### config.mk
export PLATFORM = sky130hd
export DESIGN_NAME = xif_alu_coproc
export DESIGN_NICKNAME = d
export VERILOG_FILES = /design/src/rtl/xif_alu_coproc.sv
export SDC_FILE = /design/constraint.sdc
export NUM_CORES = 1
export LEC_CHECK = 0
export ABC_CLOCK_PERIOD_IN_PS = 5500
export BUFFER_PORTS_ARGS = -buffer_cell sky130_fd_sc_hd__clkbuf_2
export CAP_MARGIN = 20
export CORE_MARGIN = 4
export CORE_UTILIZATION = 41
export CTS_CLUSTER_DIAMETER = 30
export DETAILED_ROUTE_END_ITERATION = 10
export GPL_ROUTABILITY_DRIVEN = 0
export HOLD_SLACK_MARGIN = 0.05
export MAX_ROUTING_LAYER = met4
export PLACE_DENSITY_LB_ADDON = 0.12
export SLEW_MARGIN = 20
export SYNTH_ARGS = -nofsm -noshare
export SYNTH_HDL_FRONTEND = slang
export SYNTH_SLANG_ARGS = --single-unit
### constraint.sdc
create_clock -name clk_i -period 5.5 [get_ports clk_i]
set_input_delay 1.1 -clock clk_i [delete_from_list [all_inputs] [get_ports clk_i]]
set_output_delay 1.1 -clock clk_i [all_outputs]
set_load 0.05 [all_outputs]
### src/rtl/xif_alu_coproc.sv
// xif_alu_coproc: CV-X-IF coprocessor with an in-order instruction queue,
// commit/kill tracking per entry and a small fixed-latency integer ALU.
// The X-IF bundles are flattened into plain ports. Only the issue, commit
// and result paths carry live logic. The other interfaces are tied off.
module xif_alu_coproc #(
  parameter logic [6:0] OPCODE  = 7'h0B,
  parameter int         DEPTH   = 4,
  parameter int         LATENCY = 2,
  parameter int         ID_W    = 4
) (
  input  logic            clk_i,
  input  logic            rst_ni,
  // compressed interface (unused)
  input  logic            compressed_valid,
  input  logic [15:0]     compressed_instr,
  input  logic [ID_W-1:0] compressed_id,
  output logic            compressed_ready,
  output logic [31:0]     compressed_resp_instr,
  output logic            compressed_resp_accept,
  // issue interface
  input  logic            issue_valid,
  output logic            issue_ready,
  input  logic [31:0]     issue_instr,
  input  logic [ID_W-1:0] issue_id,
  input  logic [31:0]     issue_rs0,
  input  logic [31:0]     issue_rs1,
  input  logic [1:0]      issue_rs_valid,
  output logic            issue_accept,
  output logic            issue_writeback,
  output logic            issue_dualwrite,
  output logic            issue_dualread,
  output logic            issue_loadstore,
  output logic            issue_ecswrite,
  output logic            issue_exc,
  // commit interface
  input  logic            commit_valid,
  input  logic [ID_W-1:0] commit_id,
  input  logic            commit_kill,
  // memory request interface (unused)
  output logic            mem_valid,
  input  logic            mem_ready,
  output logic [ID_W-1:0] mem_req_id,
  output logic [31:0]     mem_req_addr,
  output logic            mem_req_we,
  output logic [1:0]      mem_req_size,
  output logic [3:0]      mem_req_be,
  output logic [31:0]     mem_req_wdata,
  // memory result interface (ignored)
  input  logic            mem_result_valid,
  input  logic [ID_W-1:0] mem_result_id,
  input  logic [31:0]     mem_result_rdata,
  input  logic            mem_result_err,
  input  logic            mem_result_dbg,
  // result interface
  output logic            result_valid,
  input  logic            result_ready,
  output logic [ID_W-1:0] result_id,
  output logic [31:0]     result_data,
  output logic [4:0]      result_rd,
  output logic            result_we,
  output logic [5:0]      result_ecsdata,
  output logic [2:0]      result_ecswe,
  output logic            result_exc,
  output logic [5:0]      result_exccode,
  output logic            result_err,
  output logic            result_dbg
);

  localparam int IDX_W = $clog2(DEPTH);
  localparam int PTR_W = IDX_W + 1;
  localparam int CNT_W = (LATENCY > 1) ? $clog2(LATENCY) : 1;

  typedef enum logic [1:0] {IDLE, EXEC, DROP, RESP} state_t;

  // queue storage, one register set per slot so commit can update all slots
  logic            ent_valid     [DEPTH];
  logic [ID_W-1:0] ent_id        [DEPTH];
  logic [4:0]      ent_rd        [DEPTH];
  logic [2:0]      ent_funct3    [DEPTH];
  logic [31:0]     ent_rs1       [DEPTH];
  logic [31:0]     ent_rs2       [DEPTH];
  logic            ent_committed [DEPTH];
  logic            ent_killed    [DEPTH];

  logic [PTR_W-1:0] wr_ptr_reg, rd_ptr_reg;
  logic [IDX_W-1:0] wr_idx, head_idx;
  logic             full, match, push, pop, new_commit_hit;

  state_t           state_reg, state_next;
  logic [CNT_W-1:0] cnt_reg, cnt_next;
  logic             latch;
  logic [31:0]      alu_out;

  // tie-offs for the interfaces this block does not use
  assign compressed_ready       = 1'b0;
  assign compressed_resp_instr  = 32'h0;
  assign compressed_resp_accept = 1'b0;
  assign mem_valid     = 1'b0;
  assign mem_req_id    = '0;
  assign mem_req_addr  = 32'h0;
  assign mem_req_we    = 1'b0;
  assign mem_req_size  = 2'b00;
  assign mem_req_be    = 4'h0;
  assign mem_req_wdata = 32'h0;

  logic unused_inputs;
  assign unused_inputs = ^{compressed_valid, compressed_instr, compressed_id,
                           issue_instr[24:15], mem_ready, mem_result_valid,
                           mem_result_id, mem_result_rdata, mem_result_err,
                           mem_result_dbg};

  assign wr_idx   = wr_ptr_reg[IDX_W-1:0];
  assign head_idx = rd_ptr_reg[IDX_W-1:0];
  assign full     = (wr_idx == head_idx) && (wr_ptr_reg[IDX_W] != rd_ptr_reg[IDX_W]);

  // issue decode and combinational handshake response
  assign match = issue_valid && (issue_instr[6:0] == OPCODE) &&
                 (issue_instr[31:25] == 7'd0) && (issue_instr[14:12] <= 3'b100);
  assign issue_ready     = !(match && (full || (issue_rs_valid != 2'b11)));
  assign issue_accept    = match && issue_ready;
  assign issue_writeback = issue_accept;
  assign issue_dualwrite = 1'b0;
  assign issue_dualread  = 1'b0;
  assign issue_loadstore = 1'b0;
  assign issue_ecswrite  = 1'b0;
  assign issue_exc       = 1'b0;

  assign push = issue_accept;
  assign pop  = (state_reg == DROP) || ((state_reg == RESP) && result_ready);
  // a commit arriving with the accept of the same id lands on the new entry
  assign new_commit_hit = commit_valid && (commit_id == issue_id);

  // queue pointers
  always_ff @(posedge clk_i or negedge rst_ni) begin
    if (!rst_ni) begin
      wr_ptr_reg <= '0;
      rd_ptr_reg <= '0;
    end else begin
      if (push) wr_ptr_reg <= wr_ptr_reg + PTR_W'(1);
      if (pop)  rd_ptr_reg <= rd_ptr_reg + PTR_W'(1);
    end
  end

  // per-slot fill, commit/kill marking and release
  for (genvar gi = 0; gi < DEPTH; gi++) begin : g_slot
    always_ff @(posedge clk_i or negedge rst_ni) begin
      if (!rst_ni) begin
        ent_valid[gi]     <= 1'b0;
        ent_id[gi]        <= '0;
        ent_rd[gi]        <= '0;
        ent_funct3[gi]    <= '0;
        ent_rs1[gi]       <= '0;
        ent_rs2[gi]       <= '0;
        ent_committed[gi] <= 1'b0;
        ent_killed[gi]    <= 1'b0;
      end else if (push && (wr_idx == IDX_W'(gi))) begin
        ent_valid[gi]     <= 1'b1;
        ent_id[gi]        <= issue_id;
        ent_rd[gi]        <= issue_instr[11:7];
        ent_funct3[gi]    <= issue_instr[14:12];
        ent_rs1[gi]       <= issue_rs0;
        ent_rs2[gi]       <= issue_rs1;
        ent_committed[gi] <= new_commit_hit;
        ent_killed[gi]    <= new_commit_hit && commit_kill;
      end else begin
        if (ent_valid[gi] && commit_valid && (ent_id[gi] == commit_id)) begin
          ent_committed[gi] <= 1'b1;
          if (commit_kill) ent_killed[gi] <= 1'b1;
        end
        if (pop && (head_idx == IDX_W'(gi))) ent_valid[gi] <= 1'b0;
      end
    end
  end

  // ALU on the head entry operands
  always_comb begin
    alu_out = 32'h0;
    case (ent_funct3[head_idx])
      3'b000:  alu_out = ent_rs1[head_idx] + ent_rs2[head_idx];
      3'b001:  alu_out = ent_rs1[head_idx] - ent_rs2[head_idx];
      3'b010:  alu_out = ent_rs1[head_idx] ^ ent_rs2[head_idx];
      3'b011:  alu_out = ($signed(ent_rs1[head_idx]) < $signed(ent_rs2[head_idx]))
                         ? ent_rs1[head_idx] : ent_rs2[head_idx];
      3'b100:  alu_out = (ent_rs1[head_idx] > ent_rs2[head_idx])
                         ? ent_rs1[head_idx] : ent_rs2[head_idx];
      default: alu_out = 32'h0;
    endcase
  end

  // head FSM state and latency counter registers
  always_ff @(posedge clk_i or negedge rst_ni) begin
    if (!rst_ni) begin
      state_reg <= IDLE;
      cnt_reg   <= '0;
    end else begin
      state_reg <= state_next;
      cnt_reg   <= cnt_next;
    end
  end

  // head FSM next state: wait for commit, then execute, drop or respond
  always_comb begin
    state_next = state_reg;
    cnt_next   = cnt_reg;
    latch      = 1'b0;
    case (state_reg)
      IDLE: begin
        if (ent_valid[head_idx] && ent_committed[head_idx]) begin
          if (ent_killed[head_idx]) begin
            state_next = DROP;
          end else begin
            state_next = EXEC;
            cnt_next   = CNT_W'(LATENCY - 1);
          end
        end
      end
      EXEC: begin
        if (cnt_reg == '0) begin
          latch      = 1'b1;
          state_next = RESP;
        end else begin
          cnt_next = cnt_reg - CNT_W'(1);
        end
      end
      DROP: state_next = IDLE;
      RESP: if (result_ready) state_next = IDLE;
      default: state_next = IDLE;
    endcase
  end

  // result holding registers, loaded once per executed entry
  always_ff @(posedge clk_i or negedge rst_ni) begin
    if (!rst_ni) begin
      result_id   <= '0;
      result_data <= 32'h0;
      result_rd   <= 5'd0;
      result_we   <= 1'b0;
    end else if (latch) begin
      result_id   <= ent_id[head_idx];
      result_data <= alu_out;
      result_rd   <= ent_rd[head_idx];
      result_we   <= 1'b1;
    end
  end

  assign result_valid   = (state_reg == RESP);
  assign result_ecsdata = 6'd0;
  assign result_ecswe   = 3'd0;
  assign result_exc     = 1'b0;
  assign result_exccode = 6'd0;
  assign result_err     = 1'b0;
  assign result_dbg     = 1'b0;

endmodule
==> results of run 1 <==
-- logic make-up after synthesis --
group,Yosys count,share of synthesized area
xor gates and xnor gates,30,0.01178
and+or+nand+nor,1268,0.2291
other,1,0.0001681
DFF,367,0.4117
muxes,120,0.09580
AOI/OAI and AO/OA,404,0.1202
buffers and inverters,366,0.08958
adders and majority gates,73,0.04162
-- area by class of cell --
type	count	area [sq um]	share of cell area
Antenna cell	10	25.02	0.0009284
Clock buffer	125	2660	0.09869
Clock inverter	52	858.3	0.03184
Inverter	78	292.8	0.01086
Multi-Input combinational cell	2028	11690	0.4338
Sequential cell	367	9191	0.3410
Tap cell	696	870.8	0.03231
Timing Repair Buffer	206	1364	0.05060
-- worst max-delay path, stage by stage, from the launching register on --
cell      delay (ps)
dfrtp_4          620
buf_12           310
buf_4            220
mux4_2           600
ha_1             400
o41ai_2          690
a31oi_1          300
o21ai_2          370
a21boi_2         170
o41ai_2          420
xor2_1           200
o221ai_1         190
a22o_1           260
-- stage by stage --
stage               power [mW]  std cells  hold slack, ps  setup WS, ps
finish                   10.71       3562           456.1         580.6
global route             11.10       3562           476.3         286.0
CTS                      10.81       3552           460.1         577.3
detailed placement       4.772       3375           450.0         625.2
global placement         4.762       3375           443.1         712.4
floorplan                4.204       2761           433.1         361.8
-- per-layer routing --
metal | up-vias | wire length, um | GRT usage
met1 | 9455 | 31030 | 0.3386
met2 | 805 | 33260 | 0.3928
li1 | 8943 | - | -
met3 | 157 | 6046 | 0.05089
met5 | - | 0 | -
met4 | 0 | 1860 | 0.08485
-- report_power, final --
group          switching (mW)  internal, mW  total, mW  leakage, nW
combinational            1.26         0.627       1.89         7.26
clock                    1.78          4.20       5.98         1.71
sequential             0.0941          2.75       2.85         5.07
total                    3.13          7.58       10.7         14.0
-- final timing paths --
| kind | startpoint | to | slack (ps) | depth (start not counted) |
|---|---|---|---|---|
| max in group asynchronous | rst_ni | result_data[31] | 3870 | 2 |
| worst min-delay path | ent_rs1[55] | ent_rs1[55] | 460 | 2 |
| min in group asynchronous | rst_ni | ent_rs2[4] | 500 | 1 |
| worst max-delay path | rd_ptr_reg[0] | result_data[31] | 580 | 12 |
| worst max register to register | rd_ptr_reg[0] | result_data[31] | 580 | 12 |
| worst min register to register | ent_rs1[55] | ent_rs1[55] | 460 | 2 |
-- layout by cell type, fill, tap and decap left out, types with 14 or more instances in the layout --
master and instances:
nor3_1 26, clkbuf_8 17, a21o_1 16, clkbuf_2 146, nand2_1 1026, o21bai_1 23, bufinv_16 17, a21oi_1 121
buf_12 14, conb_1 133, clkinv_2 21, nor4_1 15, dfrtp_1 365, inv_1 75, xnor2_1 18, ha_1 71
mux4_2 74, o21ai_0 67, mux2i_1 37, nand4_1 15, buf_4 45, clkbuf_16 95, nor2_1 98, nand3_1 18
o211ai_1 15
==> results.sh, run 1 <==
export IMPL_clk_latency_ps=650
export IMPL_antenna_found_initial=10
export IMPL_min_path_type="reg2reg"
export IMPL_clockBufferDepth=3
export IMPL_overflow=0
export IMPL_power_density_mw_per_mm2=397.4
export IMPL_max_slew_margin=0.3009
export IMPL_final_min_period_over_clock_period=0.8944
export IMPL_placed_area_sq_mm=0.02341
export IMPL_arrival_ps=5420
export IMPL_cts_hold_buf=0
export IMPL_drc=0
export IMPL_required_ps=6000
export IMPL_routed_wl_um=72190
export IMPL_dp_hpwl_um=48460
export IMPL_fmax_ghz=0.2033
export IMPL_synth_cells=2629
export IMPL_hold_violations=0
export IMPL_final_antenna_net_count=0
export IMPL_top_regs="ent_rs1 x128, ent_rs2 x128, result_data x32"
export IMPL_ys_top_cells_by_area="dfrtp_1, nand2_1, mux4_2"
export IMPL_postCtsSetupBuffers=0
export IMPL_grt_max_degree=102
export IMPL_cap_violations=0
export IMPL_cellLeakagePower_nw=14.04
export IMPL_synth_seq_cells=367
export IMPL_cts_sinks=367
export IMPL_area_growth_pct=20.83
export IMPL_cts_made_buffers=95
export IMPL_rows=85
export IMPL_fillers=5066
export IMPL_ctsResizeCount=0
export IMPL_synth_edf_count=0
export IMPL_die_area_sq_mm=0.05820
export IMPL_synth_seq_area_share=0.4117
export IMPL_die_w_um=241.3
export IMPL_core_sq_mm=0.05381
export IMPL_drive_gt1_frac=0.1712
export IMPL_synth_distinct_cells=85
export IMPL_grt_pass1_wl_um=111100
export IMPL_final_util=0.5009
export IMPL_tns_ps=0
export IMPL_io_pins=352
export IMPL_syn_area_per_cell_sq_um=8.485
export IMPL_path_max_fanout=27
export IMPL_viasPerCell=5.435
export IMPL_detail_route_wl_per_cell_um=20.27
export IMPL_post_synth_top_count_cell="nand2_1"
export IMPL_max_slew_worst_pin_slew_ps=1049
export IMPL_path_clk_slew_ps=50
export IMPL_final_area_sq_mm=0.02695
export IMPL_synthTopCellsByCount="nand2_1, dfrtp_1, buf_4"
export IMPL_start_kind="flop"
export IMPL_synth_main_ff_cell="dfrtp_1"
export IMPL_drt_pass1_iterations=6
export IMPL_rsz0062_at_grt="false"
export IMPL_vias=19360
export IMPL_port_buffers=147
export IMPL_synth_area_leader_cell="dfrtp_1"
export IMPL_start_util=0.4145
export IMPL_endpoint_kind="flop"
export IMPL_grt_total_usage=0.2542
export IMPL_syn_area_sq_mm=0.02231
export IMPL_h_tree_depth=3
export IMPL_cts_tree="built"
export IMPL_cts_root_buf="clkbuf_16"
export IMPL_ys_async_sr_fraction=1.000
export IMPL_grt_pass1_vias=19235
export IMPL_nets=3022
export IMPL_yosys_area_top_type_share=0.4117
export IMPL_slew_violations=0
export IMPL_min_period_ps=4919
export IMPL_path_class="reg2reg"
export IMPL_die_y_um=241.3
export IMPL_first_iter_violations=1641
export IMPL_irDropWorstVdd_mv=0.2737
export IMPL_final_setup_viol_count=0
export IMPL_clock_skew_ps=57.78
export IMPL_yosys_warnings=0
export IMPL_status="finished clean"
Note: power is estimated with default switching activity, not from simulation.
==> run 2: changes to the inputs <==
--- a/config.mk
+++ b/config.mk
@@ -9,7 +9,7 @@
 export BUFFER_PORTS_ARGS = -buffer_cell sky130_fd_sc_hd__clkbuf_2
 export CAP_MARGIN = 20
 export CORE_MARGIN = 4
-export CORE_UTILIZATION = 41
+export CORE_UTILIZATION = 50
 export CTS_CLUSTER_DIAMETER = 30
 export DETAILED_ROUTE_END_ITERATION = 10
 export GPL_ROUTABILITY_DRIVEN = 0
==> results.sh, run 2 (synthesis results as in run 1) <==
export IMPL_status="finished clean"
export IMPL_tns_ps=0
export IMPL_cp_top_family="simple AND/OR/NAND/NOR gates"
export IMPL_clock_skew_ps=16.11
export IMPL_start_kind="flop"
export IMPL_port_buffers=147
export IMPL_max_slew_worst_pin_slew_ps=966.9
export IMPL_fin_hold_ws_ps=457.7
export IMPL_power_density_mw_per_mm2=378.5
export IMPL_vias=19267
export IMPL_max_slew_margin=0.3554
export IMPL_core_sq_mm=0.04412
export IMPL_mostFrequentLayoutCells="nand2_1, dfrtp_1, clkbuf_2"
export IMPL_clockBufferDepth=3
export IMPL_rows=77
export IMPL_final_min_period_over_clock_period=0.9066
export IMPL_slew_violations=0
export IMPL_drt_pass1_iterations=5
export IMPL_final_antenna_net_count=0
export IMPL_grt_pass1_wl_um=106500
export IMPL_dp_hpwl_um=46190
export IMPL_seq_power_share=0.291
export IMPL_regArea_sq_mm=0.009191
export IMPL_final_setup_viol_count=0
export IMPL_first_iter_violations=1817
export IMPL_endpoint_kind="flop"
export IMPL_h_tree_depth=3
export IMPL_irDropWorstVdd_mv=0.3418
export IMPL_min_path_type="reg2reg"
export IMPL_multi_input_area_sq_mm=0.01168
export IMPL_ctsResizeCount=0
export IMPL_die_y_um=219.2
export IMPL_grt_pass1_vias=18905
export IMPL_switchingPower_mw=2.942
export IMPL_fmax_ghz=0.2006
export IMPL_cts_tree="built"
export IMPL_critPathBufInv=3
export IMPL_rrSetupSlack_ps=510
export IMPL_hp_start="ent_rs2[54]"
export IMPL_rsz0062_at_grt="false"
export IMPL_area_growth_pct=17.26
export IMPL_viasPerCell=5.619
export IMPL_path_class="reg2reg"
export IMPL_r2r_end="result_data[16]"
export IMPL_die_area_sq_mm=0.04806
export IMPL_arrival_ps=5460
export IMPL_finalNonFillerCells=3429
export IMPL_cts_sinks=367
export IMPL_overflow=0
export IMPL_rr_worst_depth=15
export IMPL_cap_violations=0
export IMPL_power_frac_comb=0.181
export IMPL_internal_power_mw=6.959
export IMPL_whs_path_depth=2
export IMPL_cellLeakagePower_nw=13.72
export IMPL_timing_critical_path_mode_cell="nand2_1"
export IMPL_required_ps=5970
export IMPL_rr_startpoint="rd_ptr_reg[0]"
export IMPL_drive_gt1_frac=0.1637
export IMPL_grt_total_usage=0.2924
export IMPL_die_w_um=219.2
export IMPL_antenna_found_initial=9
export IMPL_worstPathCellList="buf_12 > mux4_2 > inv_1 > ha_1 > nand2_1 > nor3_2 > and4b_1 > o211a_4 > nor2_4 > xnor2_2 > buf_4 > mux2i_1 > o22ai_1 > o21ai_0 > nand2_1"
export IMPL_layout_commonest_cell="nand2_1"
export IMPL_routed_wl_um=68960
export IMPL_cts_made_buffers=85
export IMPL_detail_route_wl_per_cell_um=20.11
export IMPL_cts_hold_buf=0
export IMPL_slowest_stage="dfrtp_4"
export IMPL_cp_startpoint="rd_ptr_reg[0]"
export IMPL_power_frac_clock=0.527
export IMPL_io_pins=352
export IMPL_max_stage_delay_ps=870
export IMPL_drc=0
export IMPL_min_period_ps=4986
export IMPL_path_clk_slew_ps=50
export IMPL_placed_cells=3266
export IMPL_swShare=0.2972
export IMPL_min_to="ent_rs2[54]"
export IMPL_fillers=3888
export IMPL_clk_latency_ps=610
export IMPL_nets=3007
export IMPL_cts_root_buf="clkbuf_16"
export IMPL_top_regs="ent_rs1 x128, ent_rs2 x128, result_data x32"
export IMPL_grt_max_degree=121
export IMPL_start_util=0.5055
export IMPL_path_max_fanout=33
export IMPL_hold_violations=0
export IMPL_postCtsSetupBuffers=0
[run 2: cell types whose count changed in the layout (fill, tap and decap cells not counted), moves of 2 or more]
cell       previous run  this run
buf_12               14         5
clkbuf_16            95        86
clkinv_2             21        13
bufinv_16            17        12
buf_4                45        49
clkinv_16             5         1
clkinv_8              0         4
clkbuf_1             13        10
clkbuf_8             17        14
clkinv_4              0         3
inv_6                 0         3
inv_16                2         0
[run 2: area by class of cell]
class,count,area share
multi-input combinational,2028,0.4465
sequential,367,0.3514
clock buffer,110,0.09108
timing repair buffer,201,0.04640
tap,592,0.02832
clock inverter,44,0.02420
inverter,78,0.01119
antenna,9,0.0008610
[run 2: worst max-delay path by stage]
| stage | to | slack, ps | depth (start not counted) |
|---|---|---|---|
| final | result_data[16] | 510 | 15 |
| after global routing | result_data[29] | 180 | 12 |
| after CTS | result_data[29] | 570 | 12 |
| after detailed placement | result_data[29] | 620 | 12 |
| after global placement | result_data[15] | 630 | 14 |
| after floorplan | issue_writeback | 360 | 4 |
[run 2: power by group through the flow]
| stage | Clock, mW | Combinational, mW | Sequential (mW) |
|---|---|---|---|
| 3_3_place_gp | 0 | 1.77 | 2.93 |
| 6_report | 5.22 | 1.80 | 2.88 |
| 5_1_grt | 5.44 | 1.91 | 2.90 |
| 2_1_floorplan | 0 | 1.34 | 2.87 |
| 4_1_cts | 5.29 | 1.79 | 2.89 |
| 3_5_place_dp | 0 | 1.79 | 2.93 |
[run 2: worst register-to-register path, cell delays in order (launching register included)]
cell and delay, ps:
dfrtp_4 870, buf_12 280, mux4_2 620, inv_1 90, ha_1 400, nand2_1 150
nor3_2 330, and4b_1 350, o211a_4 250, nor2_4 80, xnor2_2 170, buf_4 370
mux2i_1 250, o22ai_1 100, o21ai_0 440, nand2_1 100
[run 2: per-stage QoR]
stage	setup WS (ps)	instance area, sq um	power [mW]	util
2_1_floorplan	361.8	22800	4.204	-
3_3_place_gp	633.1	23120	4.697	0.5239
3_5_place_dp	617.6	23120	4.713	0.5239
4_1_cts	574.8	26130	9.969	0.5923
5_1_grt	184.3	26160	10.25	0.5928
6_report	513.8	26160	9.901	0.5928
[run 2: metal layers]
metal / vias up / track usage / wire [um]
met5: - / - / 0
met4: 0 / 0.09880 / 1749
met2: 849 / 0.4419 / 31780
met1: 9386 / 0.3945 / 29260
li1: 8891 / - / -
met3: 141 / 0.06466 / 6180
